File: config.mk
export PLATFORM = sky130hd
export DESIGN_NAME = avalon_addsub_unit
export DESIGN_NICKNAME = d
export VERILOG_FILES = /design/src/rtl/avalon_addsub_pkg.sv /design/src/rtl/addsub_pipe.sv /design/src/rtl/avalon_addsub_unit.sv
export SDC_FILE = /design/constraint.sdc
export NUM_CORES = 1
export LEC_CHECK = 0
export CAP_MARGIN = 20
export CORE_ASPECT_RATIO = 0.8
export CORE_UTILIZATION = 37
export DETAILED_ROUTE_END_ITERATION = 10
export HOLD_SLACK_MARGIN = 0.02
export PLACE_DENSITY_LB_ADDON = 0.3
export SETUP_SLACK_MARGIN = 0.02
export SLEW_MARGIN = 20
export SYNTH_ARGS = -nofsm -noshare
export SYNTH_HDL_FRONTEND = slang
export SYNTH_SLANG_ARGS = --single-unit
File: constraint.sdc
create_clock -name clock -period 3.7 [get_ports clock]
set_input_delay 0.74 -clock clock [delete_from_list [all_inputs] [get_ports clock]]
set_output_delay 0.74 -clock clock [all_outputs]
set_load 0.03 [all_outputs]
File: src/rtl/avalon_addsub_pkg.sv
// Shared definitions for the Avalon-MM add/subtract unit: register map,
// CTRL/STATUS bit positions and the sequencing FSM states.
package avalon_addsub_pkg;

  localparam logic [2:0] ADDR_OPA    = 3'd0;
  localparam logic [2:0] ADDR_OPB    = 3'd1;
  localparam logic [2:0] ADDR_CTRL   = 3'd2;
  localparam logic [2:0] ADDR_STATUS = 3'd3;
  localparam logic [2:0] ADDR_RESULT = 3'd4;
  localparam logic [2:0] ADDR_ID     = 3'd5;

  localparam int CTRL_START  = 0;
  localparam int CTRL_SUB    = 1;
  localparam int CTRL_ACC    = 2;
  localparam int CTRL_IRQ_EN = 3;

  localparam int STAT_BUSY  = 0;
  localparam int STAT_DONE  = 1;
  localparam int STAT_CARRY = 2;
  localparam int STAT_OVF   = 3;

  typedef enum logic [1:0] {
    ST_IDLE = 2'd0,
    ST_RUN  = 2'd1,
    ST_DONE = 2'd2
  } state_t;

endpackage

File: src/rtl/addsub_pipe.sv
// Add/subtract datapath: the operation is evaluated as operands are captured,
// then the result (with carry and signed overflow) travels through STAGES registers.
module addsub_pipe #(
  parameter int DATA_W = 32,
  parameter int STAGES = 2
) (
  input  logic              clock,
  input  logic              resetn,
  input  logic              in_valid,
  input  logic [DATA_W-1:0] a,
  input  logic [DATA_W-1:0] b,
  input  logic              sub,
  output logic              out_valid,
  output logic [DATA_W-1:0] result,
  output logic              carry,
  output logic              ovf
);

  // Handshake: in_valid is a one-cycle pulse that samples a/b/sub on that edge;
  // out_valid pulses exactly STAGES-1 cycles after the sampling edge with the
  // matching result. There is no back-pressure, so no ready signal exists.
  logic [DATA_W:0] wide;
  logic            ovf_now;

  always_comb begin
    if (sub) begin
      wide    = {1'b0, a} - {1'b0, b};
      ovf_now = (a[DATA_W-1] != b[DATA_W-1]) && (wide[DATA_W-1] != a[DATA_W-1]);
    end else begin
      wide    = {1'b0, a} + {1'b0, b};
      ovf_now = (a[DATA_W-1] == b[DATA_W-1]) && (wide[DATA_W-1] != a[DATA_W-1]);
    end
  end

  logic [STAGES-1:0] vld;
  logic [DATA_W+1:0] data [STAGES];

  always_ff @(posedge clock) begin
    if (!resetn) begin
      vld <= '0;
      for (int i = 0; i < STAGES; i++) data[i] <= '0;
    end else begin
      vld[0]  <= in_valid;
      data[0] <= {ovf_now, wide};
      for (int i = 1; i < STAGES; i++) begin
        vld[i]  <= vld[i-1];
        data[i] <= data[i-1];
      end
    end
  end

  assign out_valid              = vld[STAGES-1];
  assign {ovf, carry, result}   = data[STAGES-1];

endmodule

File: src/rtl/avalon_addsub_unit.sv
// Avalon-MM slave wrapping the add/subtract pipeline: register file, bus
// decode, done/irq bookkeeping and the IDLE/RUN/DONE sequencer.
module avalon_addsub_unit
  import avalon_addsub_pkg::*;
#(
  parameter int          DATA_W   = 32,
  parameter int          STAGES   = 2,
  parameter logic [31:0] ID_VALUE = 32'h12345678
) (
  input  logic              clock,
  input  logic              resetn,
  input  logic [2:0]        address,
  input  logic              write,
  input  logic [DATA_W-1:0] writedata,
  input  logic              read,
  output logic [DATA_W-1:0] readdata,
  output logic              irq,
  output state_t            debug_state
);

  logic [DATA_W-1:0] opa, opb, result;
  logic              sub_q, acc_q, irq_en;
  logic              done, carry, ovf;
  state_t            state;

  logic busy, wr_ok, start, rd_result;
  assign busy      = (state == ST_RUN);
  assign wr_ok     = write && !busy;
  assign start     = wr_ok && (address == ADDR_CTRL) && writedata[CTRL_START];
  assign rd_result = read && (address == ADDR_RESULT);

  // Operation mode comes straight from the CTRL write that starts it.
  logic [DATA_W-1:0] pipe_a;
  logic              pipe_valid, pipe_carry, pipe_ovf;
  logic [DATA_W-1:0] pipe_result;
  assign pipe_a = writedata[CTRL_ACC] ? result : opa;

  addsub_pipe #(
    .DATA_W (DATA_W),
    .STAGES (STAGES)
  ) u_pipe (
    .clock     (clock),
    .resetn    (resetn),
    .in_valid  (start),
    .a         (pipe_a),
    .b         (opb),
    .sub       (writedata[CTRL_SUB]),
    .out_valid (pipe_valid),
    .result    (pipe_result),
    .carry     (pipe_carry),
    .ovf       (pipe_ovf)
  );

  logic [3:0]        ctrl_rd, status_rd;
  logic [DATA_W-1:0] rd_mux;

  always_comb begin
    ctrl_rd              = '0;
    ctrl_rd[CTRL_SUB]    = sub_q;
    ctrl_rd[CTRL_ACC]    = acc_q;
    ctrl_rd[CTRL_IRQ_EN] = irq_en;
    status_rd             = '0;
    status_rd[STAT_BUSY]  = busy;
    status_rd[STAT_DONE]  = done;
    status_rd[STAT_CARRY] = carry;
    status_rd[STAT_OVF]   = ovf;
    case (address)
      ADDR_OPA:    rd_mux = opa;
      ADDR_OPB:    rd_mux = opb;
      ADDR_CTRL:   rd_mux = DATA_W'(ctrl_rd);
      ADDR_STATUS: rd_mux = DATA_W'(status_rd);
      ADDR_RESULT: rd_mux = result;
      ADDR_ID:     rd_mux = DATA_W'(ID_VALUE);
      default:     rd_mux = '0;
    endcase
  end

  always_ff @(posedge clock) begin
    if (!resetn) begin
      opa      <= '0;
      opb      <= '0;
      sub_q    <= 1'b0;
      acc_q    <= 1'b0;
      irq_en   <= 1'b0;
      result   <= '0;
      carry    <= 1'b0;
      ovf      <= 1'b0;
      done     <= 1'b0;
      readdata <= '0;
    end else begin
      if (wr_ok) begin
        case (address)
          ADDR_OPA:  opa <= writedata;
          ADDR_OPB:  opb <= writedata;
          ADDR_CTRL: begin
            sub_q  <= writedata[CTRL_SUB];
            acc_q  <= writedata[CTRL_ACC];
            irq_en <= writedata[CTRL_IRQ_EN];
          end
          default: ;
        endcase
      end
      if (pipe_valid) begin
        result <= pipe_result;
        carry  <= pipe_carry;
        ovf    <= pipe_ovf;
      end
      // A completion landing on the same edge as a RESULT read keeps done set.
      if (pipe_valid)              done <= 1'b1;
      else if (start || rd_result) done <= 1'b0;
      if (read) readdata <= rd_mux;
    end
  end

  always_ff @(posedge clock) begin
    if (!resetn) begin
      state <= ST_IDLE;
    end else begin
      case (state)
        ST_IDLE, ST_DONE: if (start) state <= ST_RUN;
        ST_RUN:           if (pipe_valid) state <= ST_DONE;
        default:          state <= ST_IDLE;
      endcase
    end
  end

  assign irq         = done && irq_en;
  assign debug_state = state;

endmodule

# After elaboration in Yosys (flattened, before gate mapping)
# Memory sizes are Yosys's and may differ from the RTL's. A register that Yosys moved wholly into a read port is not among the register bits.
# Cells that the tools add are included.
[word_totals]
ff_bits = 104
latchBits = 0
ramBits = 68
romBits = 0
in_bits = 39
out_inout_bits = 35
word_cells = 58
mem_count = 1
[mem_list]
columns = ["memory", "words", "word_bits", "rd", "rd_clocked_by_memory_dff", "wr", "line_no", "source"]
rows = [
  ["u_pipe.data", 2, 34, 2, 1, 2, "addsub_pipe.sv:36", "logic [DATA_W+1:0] data [STAGES];"],
]
[op_classes]
n_addsub = 2
mul = 0
div = 0
order_cmp = 0
eq_ne = 13
shift = 0
mux = 13
bitwise_logic = 2
n_reduce_logical = 18
[op_table]
columns = ["op", "count"]
rows = [
  ["$pmux 32 s6", 1],
  ["$mux 34", 2],
  ["$add 32x32->33", 1],
  ["$mux 33", 1],
  ["$sub 32x32->33", 1],
  ["$mux 32", 1],
  ["$reduce_and 2->1", 4],
  ["$logic_and 1x1->1", 7],
  ["$eq 3x2->1 const B", 2],
  ["$eq 3x3->1 const B", 2],
  ["$mux 1", 5],
  ["$mux 2", 2],
  ["$pmux 2 s2", 1],
  ["$eq 3x1->1 const B", 1],
  ["$logic_not 3->1", 1],
  ["$ne 1x1->1", 3],
  ["$eq 2x1->1 const B", 1],
  ["$eq 2x2->1 const B", 1],
  ["$logic_not 1->1", 2],
  ["$logic_not 2->1", 1],
  ["$ne 2x1->1 const B", 1],
  ["$ne 2x2->1 const B", 1],
  ["$or 1x1->1", 2],
  ["$reduce_bool 2->1", 1],
  ["3 further kinds", 3],
]

# Longest topological paths before layout
# Gate-level depths: netlist of the first run.
[depth]
word_depth = 8
ltp_mapped = 15
mapped_depth_nobuf = 13

# Modules after synthesis
# From an unflattened synthesis of the first run, not the netlist that was laid out.
[unflattened]
hier_cells = 1405
hier_area_um2 = 12534.5
[by_module_without_submodules]
columns = ["mod", "n_inst", "cells_each", "area_per_inst_um2"]
rows = [
  ["avalon_addsub_unit", 1, 675, 6759.0],
  ["addsub_pipe", 1, 730, 5775.5],
]

# Worst setup path after synthesis of the first run
# OpenSTA, ideal clock, no wires.
[synth_timing]
kind = "in2reg"
from = "in writedata[2]"
to = "mem u_pipe.data[0][29] (netlist name)"
setup_ns = 0.128
arrival_time_ns = 3.818
required_time_ns = 3.572
slack_ns = -0.246
stages = 14
n_path_buf = 3
path_cell_list = "clkbuf_1 buf_1 mux2_2 ha_1 buf_6 nor3_2 nand2_1 a21oi_1 o31ai_1 a211o_1 or4_1 a31oi_1 xor2_1 nor2_1"
[synth_rtl]
columns = ["item", "line_no", "source"]
rows = [
  ["from (decl)", "avalon_addsub_unit.sv:14", "input logic [DATA_W-1:0] writedata,"],
  ["to (decl)", "addsub_pipe.sv:36", ""],
]

==> results of run 1 <==
metal layers:
layer  routed length (um)  global-route usage, %
met5                    0                      0
met4                  647                  4.754
met3                 1515                  2.724
met2                14510                  32.67
met1                17600                  32.31
through the flow:
stage	instance area, um2	hold slack (ps)
final	14110	430.0
after global routing	14110	438.4
after CTS	14110	429.3
after detailed placement	13340	416.9
after global placement	13340	413.5
after floorplan	11590	411.9
placed cells by master, fill, tap and decap left out, drive strengths merged, types with 9 or more instances in the layout:
| master | synthesis | layout |
|---|---|---|
| nand4 | 9 | 9 |
| mux2 | 42 | 42 |
| a211oi | 13 | 13 |
| a21o | 14 | 14 |
| clkinv | 3 | 10 |
| inv | 60 | 62 |
| nand2 | 174 | 174 |
| ha | 73 | 73 |
| clkbuf | 65 | 27 |
| a21boi | 11 | 11 |
| o21ai | 41 | 41 |
| nand2b | 31 | 31 |
| a21oi | 162 | 162 |
| xnor2 | 24 | 24 |
| nor2 | 75 | 75 |
| o221ai | 14 | 14 |
| nor2b | 64 | 64 |
| o21bai | 9 | 9 |
| mux2i | 63 | 63 |
| nor3 | 17 | 17 |
| and2 | 50 | 50 |
| clkdlybuf4s50 | 0 | 68 |
| dfxtp | 206 | 206 |
| buf | 20 | 117 |
| o22ai | 20 | 20 |
| nand3 | 22 | 22 |
critical path, delay by kind of cell:
kind	cells	cell delay (ps)
AOI/OAI and AO/OA	8	1850
muxes	2	530
adders and majority gates	1	380
buffers and inverters	2	360
final cells by class:
class                      count  share of cell area (%)
inverter                      63                   1.676
timing repair buffer         185                   11.16
sequential                   206                   29.24
clock buffer                  27                   4.328
clock inverter                13                   1.091
tap                          413                   3.663
multi-input combinational   1028                   48.84
cell families after synthesis:
family	count (synthesis)	synth area share, %
compound gates	339	18.60
xor+xnor	31	2.346
flops	206	35.63
buf+inv	148	4.951
mux	107	9.923
fa+ha+maj	75	8.237
simple gates	476	20.31
registers in the layout, indices dropped and copies added, names as in the netlist:
register / count
acc_q: 1
done: 1
opb: 32
readdata: 32
result: 32
carry: 1
ovf: 1
debug_state: 2
opa: 32
irq_en: 1
sub_q: 1
u_pipe.data: 68
u_pipe.vld: 2
synthesized netlist by cell type (all sizes together) (41+ instances only):
cell type / number / area, um2
mux2: 42 / 473.0
nor2b: 64 / 400.4
mux2i: 63 / 630.6
clkbuf: 65 / 244.0
inv: 60 / 225.2
nand2: 174 / 653.1
o21ai: 41 / 205.2
dfxtp: 206 / 4124
a21oi: 162 / 818.3
nor2: 75 / 296.5
and2: 50 / 312.8
ha: 73 / 913.4
report_power, final:
group / internal, W / switching, W / leakage [nW]
clock: 0.00139 / 0.000966 / 0.379
combinational: 0.000333 / 0.000416 / 3.62
sequential: 0.00230 / 0.0000326 / 1.67
path summary, 6_finish.rpt:
check | endpoint | slack [ps] | cells past startpoint | startpoint
hold / removal | u_pipe.data[1][11]$_SDFF_PN0_ | 430 | 1 | u_pipe.data[0][11]$_SDFF_PN0_
setup reg to reg | u_pipe.data[0][28]$_SDFF_PN0_ | 440 | 11 | result[2]$_SDFFE_PN0P_
setup / recovery | u_pipe.data[0][26]$_SDFF_PN0_ | 290 | 13 | writedata[2]
hold reg to reg | u_pipe.data[1][11]$_SDFF_PN0_ | 430 | 1 | u_pipe.data[0][11]$_SDFF_PN0_
==> impl_metrics.json, run 1 <==
{
  "status": "completed",
  "fp.dieW_um": 199.7,
  "synthesis.area_mm2": 0.01157,
  "synth_area_per_cell_um2": 8.375,
  "gp_congestion": 0.9120,
  "ir_drop_uv": 292.1,
  "synth-main-ff-cell": "dfxtp_1",
  "rsz0062_at_grt": "no",
  "critPathMaxStageDelay_ps": 390,
  "finalPower_w": 0.005435,
  "synth_cell_types": 74,
  "io_pins": 74,
  "cpMaxStageDelayCell": "a41oi_1",
  "grt_pass1_vias": 9721,
  "cap_violations": 0,
  "seqCellArea_mm2": 0.004125,
  "power.density_mw_per_mm2": 385.2,
  "clock_path_buffers": 3,
  "ys_warn_count": 0,
  "nets": 1620,
  "postCtsSetupBuffers": 0,
  "drive_above_1_share_pct": 15.18,
  "via_count": 10040,
  "initial_core_util_pct": 37.83,
  "setup_ws_ps": 293.6,
  "end_kind": "register",
  "dp.cells": 1895,
  "grt_antenna_before_repair": 0,
  "slew_viol_final": 0,
  "synth_cells": 1382,
  "setup_viol": 0,
  "rows": 57,
  "wirelength_mm": 34.27,
  "setup_tns_ps": 0,
  "dp_slack_ps": -225.2,
  "hpwl_mm": 23.95,
  "die_height_um": 160.2,
  "remaining_drc_errors": 0,
  "layoutNonFillerInstCount": 1935,
  "clk_latency_ps": 520,
  "cts_tree": "done",
  "max_freq_mhz": 293.6,
  "min_period_ps": 3406,
  "io_buffers": 73,
  "htreeDepth": 1,
  "path_class": "in -> reg",
  "worst_ep_arrival_time_ps": 3860,
  "clkTransAtPathRegs_ps": 70,
  "worst_ep_required_time_ps": 4160,
  "syn_nets": 1496,
  "drt_pass1_iterations": 5,
  "crit_top_cell": "o21ai_1",
  "synth_edf_count": 0,
  "drtIter0Drc": 696,
  "coreArea_mm2": 0.03060,
  "multi_input_area_mm2": 0.006890,
  "cts_num_sinks": 206,
  "holdBufCountCts": 0,
  "ys_ff_latch": 206,
  "grt_max_degree": 97,
  "synthArstFlopShare_pct": 0,
  "post_cts_resize_count": 0,
  "syn_to_final_growth_pct": 21.88,
  "drtAntennaViolNets": 0,
  "num-fill-cells": 3005,
  "grt.overflow.total": 0,
  "relSlewSlack_pct": 38.74,
  "min_path_type": "reg -> reg",
  "fin_crit_sh_pct": 92.06,
  "routedWlPerCell_um": 17.71,
  "final_hold_viol_count": 0,
  "cts_buffers": 22,
  "start_kind": "input pin",
  "fin_skew_ps": 17.18,
  "leakage_nw": 5.671,
  "worstMarginPinSlew_ps": 917.9,
  "routed_via_density": 5.188,
  "cts-root-buf": "clkbuf_16",
  "grt_util_all_layers_pct": 21.60,
  "dieArea_mm2": 0.03200,
  "antennaDiodeCount": 0,
  "yosysSeqAreaShare_pct": 35.63,
  "final_util_pct": 46.11,
  "path_cells": "buf_2 -> buf_4 -> mux2_2 -> ha_1 -> o21a_1 -> o31a_1 -> o21ai_1 -> o2111ai_1 -> a41oi_1 -> o21ai_1 -> a211oi_1 -> o22a_1 -> mux2i_1",
  "path_max_fanout": 7,
  "grt_pass1_wl_mm": 54.55
}
No activity file was read; power rests on OpenSTA's default activity.
==> inputs of run 2 (changes only) <==
--- a/config.mk
+++ b/config.mk
@@ -8,6 +8,7 @@
 export CAP_MARGIN = 20
 export CORE_ASPECT_RATIO = 0.8
 export CORE_UTILIZATION = 37
+export CTS_BUF_LIST = sky130_fd_sc_hd__clkbuf_16
 export DETAILED_ROUTE_END_ITERATION = 10
 export HOLD_SLACK_MARGIN = 0.02
 export PLACE_DENSITY_LB_ADDON = 0.3
@@ -16,3 +17,4 @@
 export SYNTH_ARGS = -nofsm -noshare
 export SYNTH_HDL_FRONTEND = slang
 export SYNTH_SLANG_ARGS = --single-unit
+export TNS_END_PERCENT = 20
==> run 2 against run 1 <==
Compared with the run above: wire length is 0.16% lower; setup slack lost 27 ps; hold slack got worse by 3.0 ps; flip-flop and latch count unchanged; critical path type unchanged; critical endpoint unchanged; highest routed layer unchanged.
==> impl_metrics.json, run 2 (synthesis results as in run 1) <==
{
  "status": "completed",
  "path_cells": "buf_2 -> buf_4 -> mux2_2 -> ha_1 -> o21a_1 -> o31a_1 -> o21ai_1 -> o2111ai_1 -> a41oi_1 -> o21ai_1 -> a211oi_1 -> o22a_1 -> mux2i_1",
  "holdBufCountCts": 0,
  "initial_core_util_pct": 37.83,
  "cts_buffers": 22,
  "final_hold_viol_count": 0,
  "io_buffers": 73,
  "max_freq_mhz": 291.3,
  "rr_startpoint": "result[2]$_SDFFE_PN0P_",
  "path_class": "in -> reg",
  "stdcell_area_mm2": 0.01409,
  "setup_viol": 0,
  "cpMaxStageDelayCell": "ha_1",
  "hold_slack_ps": 427.0,
  "grt.overflow.total": 0,
  "fin_skew_ps": 19.26,
  "cp_top_family": "compound AO/OA/AOI/OAI gates",
  "hpwl_mm": 23.95,
  "gp_congestion": 0.9120,
  "postPlaceCellArea_mm2": 0.01334,
  "io_pins": 74,
  "p_sw_w": 0.001411,
  "drtAntennaViolNets": 0,
  "worst_ep_arrival_time_ps": 3890,
  "dp.cells": 1895,
  "reg2regPathDepth": 11,
  "num-fill-cells": 3010,
  "top_register": "u_pipe.data",
  "crit_top_cell": "o21ai_1",
  "routed_via_density": 5.198,
  "seqPwrFrac_pct": 43.3,
  "cts_tree": "done",
  "syn_to_final_growth_pct": 21.71,
  "r2r_end": "u_pipe.data[0][28]$_SDFF_PN0_",
  "fin_crit_sh_pct": 92.79,
  "via_count": 10060,
  "wirelength_mm": 34.22,
  "hold_start": "u_pipe.data[0][11]$_SDFF_PN0_",
  "r2r_setup_slack_ps": 440,
  "grt_max_degree": 97,
  "power.share.switching_pct": 26.21,
  "intPower_w": 0.003973,
  "clock_path_buffers": 3,
  "whs_endpoint": "u_pipe.data[1][11]$_SDFF_PN0_",
  "nets": 1620,
  "setup_ws_ps": 266.8,
  "rsz0062_at_grt": "no",
  "final_cell_mix": "dfxtp_1 (205), nand2_1 (174), a21oi_1 (160), buf_4 (111)",
  "htreeDepth": 1,
  "leakage_nw": 5.668,
  "clk_latency_ps": 520,
  "relSlewSlack_pct": 38.70,
  "drtIter0Drc": 695,
  "die_height_um": 160.2,
  "drive_above_1_share_pct": 15.05,
  "rows": 57,
  "cap_violations": 0,
  "largest_reg_flops": 68,
  "layout_commonest_cell": "dfxtp_1",
  "antennaDiodeCount": 0,
  "finalPower_w": 0.005384,
  "crit_buf_inv": 2,
  "grt_pass1_wl_mm": 54.55,
  "worst_ep_required_time_ps": 4160,
  "worstMarginPinSlew_ps": 918.4,
  "drt_pass1_iterations": 7,
  "end_kind": "register",
  "power.density_mw_per_mm2": 382.2,
  "clkTransAtPathRegs_ps": 70,
  "path_max_fanout": 7,
  "critPathMaxStageDelay_ps": 380,
  "slew_viol_final": 0,
  "cts-root-buf": "clkbuf_16",
  "fp.dieW_um": 199.7,
  "min_path_type": "reg -> reg",
  "min_period_ps": 3433,
  "routedWlPerCell_um": 17.68,
  "grt_util_all_layers_pct": 21.60,
  "grt_antenna_before_repair": 0,
  "postCtsSetupBuffers": 0,
  "clockPowerShare_pct": 42.8,
  "post_cts_resize_count": 0,
  "start_kind": "input pin",
  "coreArea_mm2": 0.03060,
  "remaining_drc_errors": 0,
  "dp_slack_ps": -225.2,
  "dieArea_mm2": 0.03200,
  "combPwrFrac_pct": 13.9,
  "layoutNonFillerInstCount": 1935,
  "ir_drop_uv": 292.8,
  "grt_pass1_vias": 9724,
  "cts_num_sinks": 206,
  "hold_depth": 1
}
## run 2: cell count changes in the layout (fill, tap and decap cells not counted)
cell	change
clkinv_1	+2
clkbuf_8	-2
clkbuf_1	-2
inv_1	+2
## run 2: power groups by stage
stage / clock network, W / logic, W / registers (W)
final: 0.00231 / 0.000749 / 0.00233
after detailed placement: 0 / 0.000742 / 0.00238
after CTS: 0.00236 / 0.000747 / 0.00233
after global placement: 0 / 0.000741 / 0.00238
after floorplan: 0 / 0.000442 / 0.00238
after global routing: 0.00244 / 0.000816 / 0.00234
## run 2: worst max path at each step
stage | startpoint | to | slack, ps | cells past startpoint
floorplan | writedata[2] | u_pipe.data[0][29]$_SDFF_PN0_ | 50 | 14
CTS | writedata[2] | u_pipe.data[0][26]$_SDFF_PN0_ | 320 | 13
finish | writedata[2] | u_pipe.data[0][26]$_SDFF_PN0_ | 270 | 13
global route | writedata[2] | u_pipe.data[0][26]$_SDFF_PN0_ | 100 | 13
global placement | writedata[2] | u_pipe.data[0][32]$_SDFF_PN0_ | -210 | 13
detailed placement | writedata[2] | u_pipe.data[0][32]$_SDFF_PN0_ | -230 | 13
## run 2: final cells by class
type                       count  area [um2]  area share (%)
clock buffer                  23       575.6           4.086
clock inverter                17       168.9           1.199
inverter                      63       236.5           1.679
multi-input combinational   1028        6890           48.91
sequential                   206        4125           29.28
tap                          413       516.7           3.668
timing repair buffer         185        1574           11.17
## run 2: layer usage
layer / wire length (um) / vias to the layer above / track usage, % / share of wire [%]
met5: 0 / - / 0 / 0
met4: 647 / 0 / 4.754 / 1.9
met3: 1683 / 41 / 2.724 / 4.9
met2: 14500 / 231 / 32.65 / 42
met1: 17390 / 4763 / 32.33 / 51
li1: - / 5024 / - / -
## run 2: metrics by stage
stage                     setup TNS, ps  util (%)
after floorplan                       0         -
after global placement            -1266     43.61
after detailed placement          -1727     43.61
after CTS                             0     46.04
after global routing                  0     46.04
final                                 0     46.04
